==> src/rtl/decimal_output_unit_pkg.sv <==
// Shared definitions for the binary-to-decimal display path: widths,
// FSM encodings, double-dabble step count and the digit-lighting rule.
package decimal_output_unit_pkg;

    localparam int ISA_WIDTH         = 32;
    localparam int DIGIT_CNT         = 8;
    localparam int DIGIT_RADIX_WIDTH = 4;
    localparam int OVERFLOW_CNT      = 2;

    localparam int DISP_W   = DIGIT_CNT * DIGIT_RADIX_WIDTH;
    localparam int NIB_CNT  = DIGIT_CNT + OVERFLOW_CNT;
    localparam int BCD_W    = NIB_CNT * DIGIT_RADIX_WIDTH;
    localparam int STEP_CNT = 32;
    localparam int STEP_W   = 6;

    typedef enum logic [1:0] {
        ST_IDLE    = 2'b00,
        ST_CONVERT = 2'b01,
        ST_DONE    = 2'b10
    } state_e;

    // A tube digit is lit when it, or any more significant digit (overflow
    // digits included), is nonzero; digit 0 is always lit so 0 shows "0".
    function automatic logic [DIGIT_CNT-1:0] lit_mask(input logic [BCD_W-1:0] bcd);
        logic                 any_nz;
        logic [DIGIT_CNT-1:0] m;
        any_nz = 1'b0;
        m      = '0;
        for (int i = NIB_CNT - 1; i >= 0; i--) begin
            any_nz = any_nz | (|bcd[i*DIGIT_RADIX_WIDTH +: DIGIT_RADIX_WIDTH]);
            if (i < DIGIT_CNT) m[i] = any_nz | (i == 0);
        end
        return m;
    endfunction

endpackage

==> src/rtl/decimal_output_unit_bcd_dabble_step.sv <==
// One combinational double-dabble step: every BCD nibble >= 5 gets +3,
// then the BCD register shifts left by one, taking in the binary msb.
module bcd_dabble_step
    import decimal_output_unit_pkg::*;
(
    input  logic [BCD_W-1:0] bcd_in,
    input  logic             bin_msb,
    output logic [BCD_W-1:0] bcd_out
);

    logic [BCD_W-1:0] adj;

    for (genvar i = 0; i < NIB_CNT; i++) begin : g_nib
        localparam int LO = i * DIGIT_RADIX_WIDTH;
        // Nibble is at most 9, so +3 never carries out of the nibble.
        assign adj[LO +: DIGIT_RADIX_WIDTH] =
            (bcd_in[LO +: DIGIT_RADIX_WIDTH] >= 4'd5)
                ? bcd_in[LO +: DIGIT_RADIX_WIDTH] + 4'd3
                : bcd_in[LO +: DIGIT_RADIX_WIDTH];
    end

    assign bcd_out = {adj[BCD_W-2:0], bin_msb};

endmodule

==> src/rtl/decimal_output_unit.sv <==
// Converts a CPU display write into 8 BCD tube digits plus two overflow
// LEDs using a 32-step serial double-dabble. Busy covers the whole
// conversion; a one-cycle complete pulse marks fresh digits.
// Optional macro OUTPUT_SIGNED_EN: treat the word as two's complement,
// convert its magnitude and light the negative LED.
module decimal_output_unit
    import decimal_output_unit_pkg::*;
(
    input  logic                 clk,
    input  logic                 rst_n,
    input  logic                 output_enable,
    input  logic [ISA_WIDTH-1:0] write_data,
    output logic                 output_busy,
    output logic                 output_complete,
    output logic [DISP_W-1:0]    display_digits,
    output logic [DIGIT_CNT-1:0] digit_mask,
    output logic                 overflow_9th,
    output logic                 overflow_10th,
    output logic                 negative
);

    state_e               state_q, state_d;
    logic [ISA_WIDTH-1:0] bin_q, bin_d;
    logic [BCD_W-1:0]     bcd_q, bcd_d;
    logic [BCD_W-1:0]     bcd_step;
    logic [STEP_W-1:0]    step_q, step_d;
    logic                 complete_q, complete_d;
    logic [DISP_W-1:0]    digits_q, digits_d;
    logic [DIGIT_CNT-1:0] mask_q, mask_d;
    logic                 ovf9_q, ovf9_d;
    logic                 ovf10_q, ovf10_d;
`ifdef OUTPUT_SIGNED_EN
    logic                 neg_pend_q, neg_pend_d;
    logic                 negative_q, negative_d;
`endif

    bcd_dabble_step u_step (
        .bcd_in  (bcd_q),
        .bin_msb (bin_q[ISA_WIDTH-1]),
        .bcd_out (bcd_step)
    );

    // Next-state, datapath and output-register updates for the conversion FSM.
    always_comb begin
        state_d    = state_q;
        bin_d      = bin_q;
        bcd_d      = bcd_q;
        step_d     = step_q;
        complete_d = 1'b0;
        digits_d   = digits_q;
        mask_d     = mask_q;
        ovf9_d     = ovf9_q;
        ovf10_d    = ovf10_q;
`ifdef OUTPUT_SIGNED_EN
        neg_pend_d = neg_pend_q;
        negative_d = negative_q;
`endif
        case (state_q)
            ST_IDLE: begin
                if (output_enable) begin
`ifdef OUTPUT_SIGNED_EN
                    neg_pend_d = write_data[ISA_WIDTH-1];
                    bin_d      = write_data[ISA_WIDTH-1]
                                 ? (~write_data) + ISA_WIDTH'(1)
                                 : write_data;
`else
                    bin_d      = write_data;
`endif
                    bcd_d      = '0;
                    step_d     = '0;
                    state_d    = ST_CONVERT;
                end
            end
            ST_CONVERT: begin
                bin_d  = {bin_q[ISA_WIDTH-2:0], 1'b0};
                bcd_d  = bcd_step;
                step_d = step_q + STEP_W'(1);
                if (step_q == STEP_W'(STEP_CNT - 1)) state_d = ST_DONE;
            end
            ST_DONE: begin
                digits_d   = bcd_q[DISP_W-1:0];
                mask_d     = lit_mask(bcd_q);
                ovf9_d     = |bcd_q[BCD_W-1:DISP_W];
                ovf10_d    = |bcd_q[BCD_W-1:BCD_W-DIGIT_RADIX_WIDTH];
`ifdef OUTPUT_SIGNED_EN
                negative_d = neg_pend_q;
`endif
                complete_d = 1'b1;
                state_d    = ST_IDLE;
            end
            default: state_d = ST_IDLE;
        endcase
    end

    // State and output registers; reset aborts any conversion in flight.
    always_ff @(posedge clk) begin
        if (!rst_n) begin
            state_q    <= ST_IDLE;
            bin_q      <= '0;
            bcd_q      <= '0;
            step_q     <= '0;
            complete_q <= 1'b0;
            digits_q   <= '0;
            mask_q     <= DIGIT_CNT'(1);
            ovf9_q     <= 1'b0;
            ovf10_q    <= 1'b0;
`ifdef OUTPUT_SIGNED_EN
            neg_pend_q <= 1'b0;
            negative_q <= 1'b0;
`endif
        end else begin
            state_q    <= state_d;
            bin_q      <= bin_d;
            bcd_q      <= bcd_d;
            step_q     <= step_d;
            complete_q <= complete_d;
            digits_q   <= digits_d;
            mask_q     <= mask_d;
            ovf9_q     <= ovf9_d;
            ovf10_q    <= ovf10_d;
`ifdef OUTPUT_SIGNED_EN
            neg_pend_q <= neg_pend_d;
            negative_q <= negative_d;
`endif
        end
    end

    assign output_busy     = (state_q != ST_IDLE);
    assign output_complete = complete_q;
    assign display_digits  = digits_q;
    assign digit_mask      = mask_q;
    assign overflow_9th    = ovf9_q;
    assign overflow_10th   = ovf10_q;
`ifdef OUTPUT_SIGNED_EN
    assign negative        = negative_q;
`else
    assign negative        = 1'b0;
`endif

endmodule

==> config.mk <==
export PLATFORM = sky130hd
export DESIGN_NAME = decimal_output_unit
export DESIGN_NICKNAME = d
export VERILOG_FILES = /design/src/rtl/decimal_output_unit_pkg.sv /design/src/rtl/decimal_output_unit_bcd_dabble_step.sv /design/src/rtl/decimal_output_unit.sv
export SDC_FILE = /design/constraint.sdc
export NUM_CORES = 1
export LEC_CHECK = 0
export CORE_ASPECT_RATIO = 0.7
export CORE_MARGIN = 3
export CORE_UTILIZATION = 59
export CTS_CLUSTER_DIAMETER = 120
export DETAILED_ROUTE_END_ITERATION = 7
export PLACE_DENSITY_LB_ADDON = 0.2
export SETUP_SLACK_MARGIN = 0.05
export SYNTH_ARGS = -nofsm -noshare
export SYNTH_HDL_FRONTEND = slang
export SYNTH_SLANG_ARGS = --single-unit
==> constraint.sdc <==
create_clock -name clk -period 3.58 [get_ports clk]
set_clock_uncertainty 0.05 [all_clocks]
set_input_delay 0.716 -clock clk [delete_from_list [all_inputs] [get_ports clk]]
set_output_delay 0.716 -clock clk [all_outputs]
set_load 0.005 [all_outputs]
==> metrics.csv <==
stage,metric,value,unit
sta,finalHoldViolCount,0,
critical_path,critPathArrivalTime,1.94,ns
route,ant_nets,0,
place,io_buffer_count,77,
logic_synthesis,synth_warnings,0,
place,dp_slack,1.01,ns
sta,worstMarginPinSlew,0.824,ns
place,placed_cell_area,6680,µm²
global_route,grt_pass1_wl,23500,µm
cts,cts_tree,yes,
die,design.core.area,9400,µm²
final_layout,syn2layout_area_growth,23.7,%
place,place_congestion,0.826,
critical_path,required,2.81,ns
die,die_y,89.6,µm
logic_synthesis,yosys-mux-area-fraction,2.08,%
route,vias_per_cell,5.80,
cts,htreeDepth,4,
cts,clk_path_buf_depth,2,
place,hpwl,8950,µm
logic_synthesis,ys_seq_area_share,41.4,%
power,p_leak,2.70,nW
die,dieWidth,125,µm
power,power_density,467,nW/µm²
logic_synthesis,synthCells,678,
logic_synthesis,synthesis.nets,743,
sta,max_freq,369,MHz
final_layout,drive_gt1_share,12.0,%
die,io_pins,80,
global_route,grt_use_total,25.8,%
cts,cts.clk_slew.worst_paths,0.05,ns
die,initial_utilization,62.7,%
cts,postCtsHoldBufs,0,
sta,final.min_clock_period,2.71,ns
min_path,hp-class,reg -> reg,
critical_path,end_kind,primary output,
global_route,antenna_found_initial,0,
route,drt_first_pass_iters,5,
critical_path,r2r_cells,5,
flow_run,cap_viol_max_count,0,
logic_synthesis,synth_xor_area_share,1.78,%
sta,fin_crit_sh,75.7,%
route,drcViolationCount,0,
route,drt_wl_total,14300,µm
cts,clock_latency,0.41,ns
min_path,whs_path_depth,2,
critical_path,cp-start-kind,register,
sta,fin_tns_setup,0,ns
logic_synthesis,syn_area,5900,µm²
final_layout,final_common_cell,dfxtp_1,
outcome,status,"complete, no violations",
power,ir_worst_vdd,547,µV
route,wl_per_cell,16.4,µm
cts,root_buffer,clkbuf_16,
logic_synthesis,synth-seq-cells,122,
logic_synthesis,ys.flop_type,dfxtp_1,
die,die_area,11200,µm²
final_layout,diodes,0,
final_layout,fin_nets,801,
logic_synthesis,avgSynthCellArea,8.70,µm²
logic_synthesis,synth_simple_gate_area_share,19.5,%
logic_synthesis,synth_compound_area_share,23.3,%
sta,finalMaxSlewViolations,0,
logic_synthesis,ys_types,48,
global_route,grt_overflow,0,
route,drt_iter0_markers,431,
cts,cts_made_buffers,17,
sta,setup_violations,0,
sta,relSlewSlack,45.1,%
die,placementRows,29,
final_layout,n_fill_cell,644,
critical_path,critPathKind,reg -> out,
cts,cts_setup_buffers,0,
logic_synthesis,synth_edf_count,0,
final_layout,layout_common_cells,"dfxtp_1 (121), nand2_1 (93), clkdlybuf4s50_1 (76)",
logic_synthesis,synthArstFlopShare,0,%
cts,cts_sinks,122,
sta,rsz0062_at_grt,no,
route,via_count,5061,
cts,ctsResizeCount,0,
sta,layout_setup_ws,0.871,ns
global_route,grt_pass1_vias,4774,
logic_synthesis,synth_top_family_by_area,compound AO/OA/AOI/OAI gates,
logic_synthesis,synth_fa_ha_area_share,6.37,%
global_route,grt_max_degree,65,
final_layout,design_area,7290,µm²
sta,whs,0.410,ns
critical_path,path_max_fanout,19,
==> path summary, 6_finish.rpt <==
path	startpoint	endpoint	slack, ns
max	state_q[1]	output_busy	0.87
min	bcd_q[37]	bcd_q[37]	0.41
max reg2reg	state_q[1]	bcd_q[9]	1.27
min reg2reg	bcd_q[37]	bcd_q[37]	0.41
==> layer usage <==
metal / track usage [%] / vias to the layer above / routed length (µm) / share of wire [%]
li1: - / 2469 / - / -
met1: 33.9 / 2446 / 6680 / 47
met2: 43.0 / 127 / 6720 / 47
met3: 5.02 / 19 / 674 / 4.7
met4: 9.74 / 0 / 208 / 1.5
met5: 0 / - / 0 / 0
==> cell type report <==
class | instances | area [µm²] | share of cell area [%]
Clock buffer | 24 | 502 | 6.88
Clock inverter | 7 | 113 | 1.54
Inverter | 22 | 82.6 | 1.13
Multi-Input combinational cell | 484 | 3140 | 43.1
Sequential cell | 122 | 2440 | 33.5
Tap cell | 124 | 155 | 2.13
Timing Repair Buffer | 89 | 856 | 11.7
==> critical path, stage by stage (launching register included) <==
cell and delay [ns]:
dfxtp_1 0.75, nor2_1 0.15, inv_1 0.12, clkdlybuf4s50_1 0.50
==> synthesized netlist by cell type (3+ instances only) <==
cell type	instances	area (µm²)
nor2_1	43	161
ha_1	30	375
nor3_1	13	65.1
o21ai_0	39	195
nand2b_1	13	81.3
o32ai_1	3	26.3
buf_2	21	105
nand3_1	14	70.1
o221a_2	32	360
nor2b_1	36	225
o211a_1	5	50.1
clkbuf_1	24	90.1
mux2_2	10	113
o22ai_1	6	37.5
o211ai_1	7	52.6
xnor2_1	10	87.6
buf_4	3	22.5
nor3b_1	4	30.0
dfxtp_1	122	2440
and2_1	12	75.1
a21oi_1	43	215
o311ai_0	5	43.8
a21boi_0	42	315
inv_1	22	82.6
nand2_1	93	349
==> per-stage QoR <==
stage / power, W / std cells / util (%)
2_1_floorplan: 0.00159 / 678 / -
6_report: 0.00341 / 872 / 77.6
5_1_grt: 0.00350 / 872 / 77.6
3_3_place_gp: 0.00166 / 841 / 71.1
3_5_place_dp: 0.00166 / 841 / 71.1
4_1_cts: 0.00342 / 872 / 77.6
==> cells by family after synthesis <==
family | after synthesis
and+or+nand+nor | 237
xor gates and xnor gates | 12
other | 2
buffers and inverters | 72
AOI/OAI and AO/OA | 192
muxes | 11
DFF | 122
adders and majority gates | 30
==> state kept, by name, indices dropped and copies added (netlist names) <==
signal,count
bcd_q,40
bin_q,32
display_digits,32
digit_mask,7
step_q,6
state_q,2
output_complete,1
overflow_10th,1
overflow_9th,1
==> where the power goes <==
| group | switching [W] | internal (W) | leakage [nW] |
|---|---|---|---|
| registers | 0.0000268 | 0.00139 | 0.991 |
| logic | 0.000107 | 0.000113 | 1.41 |
| clock network | 0.000588 | 0.00118 | 0.302 |
| total | 0.000722 | 0.00269 | 2.70 |
Power figures use the tool's default switching activity.
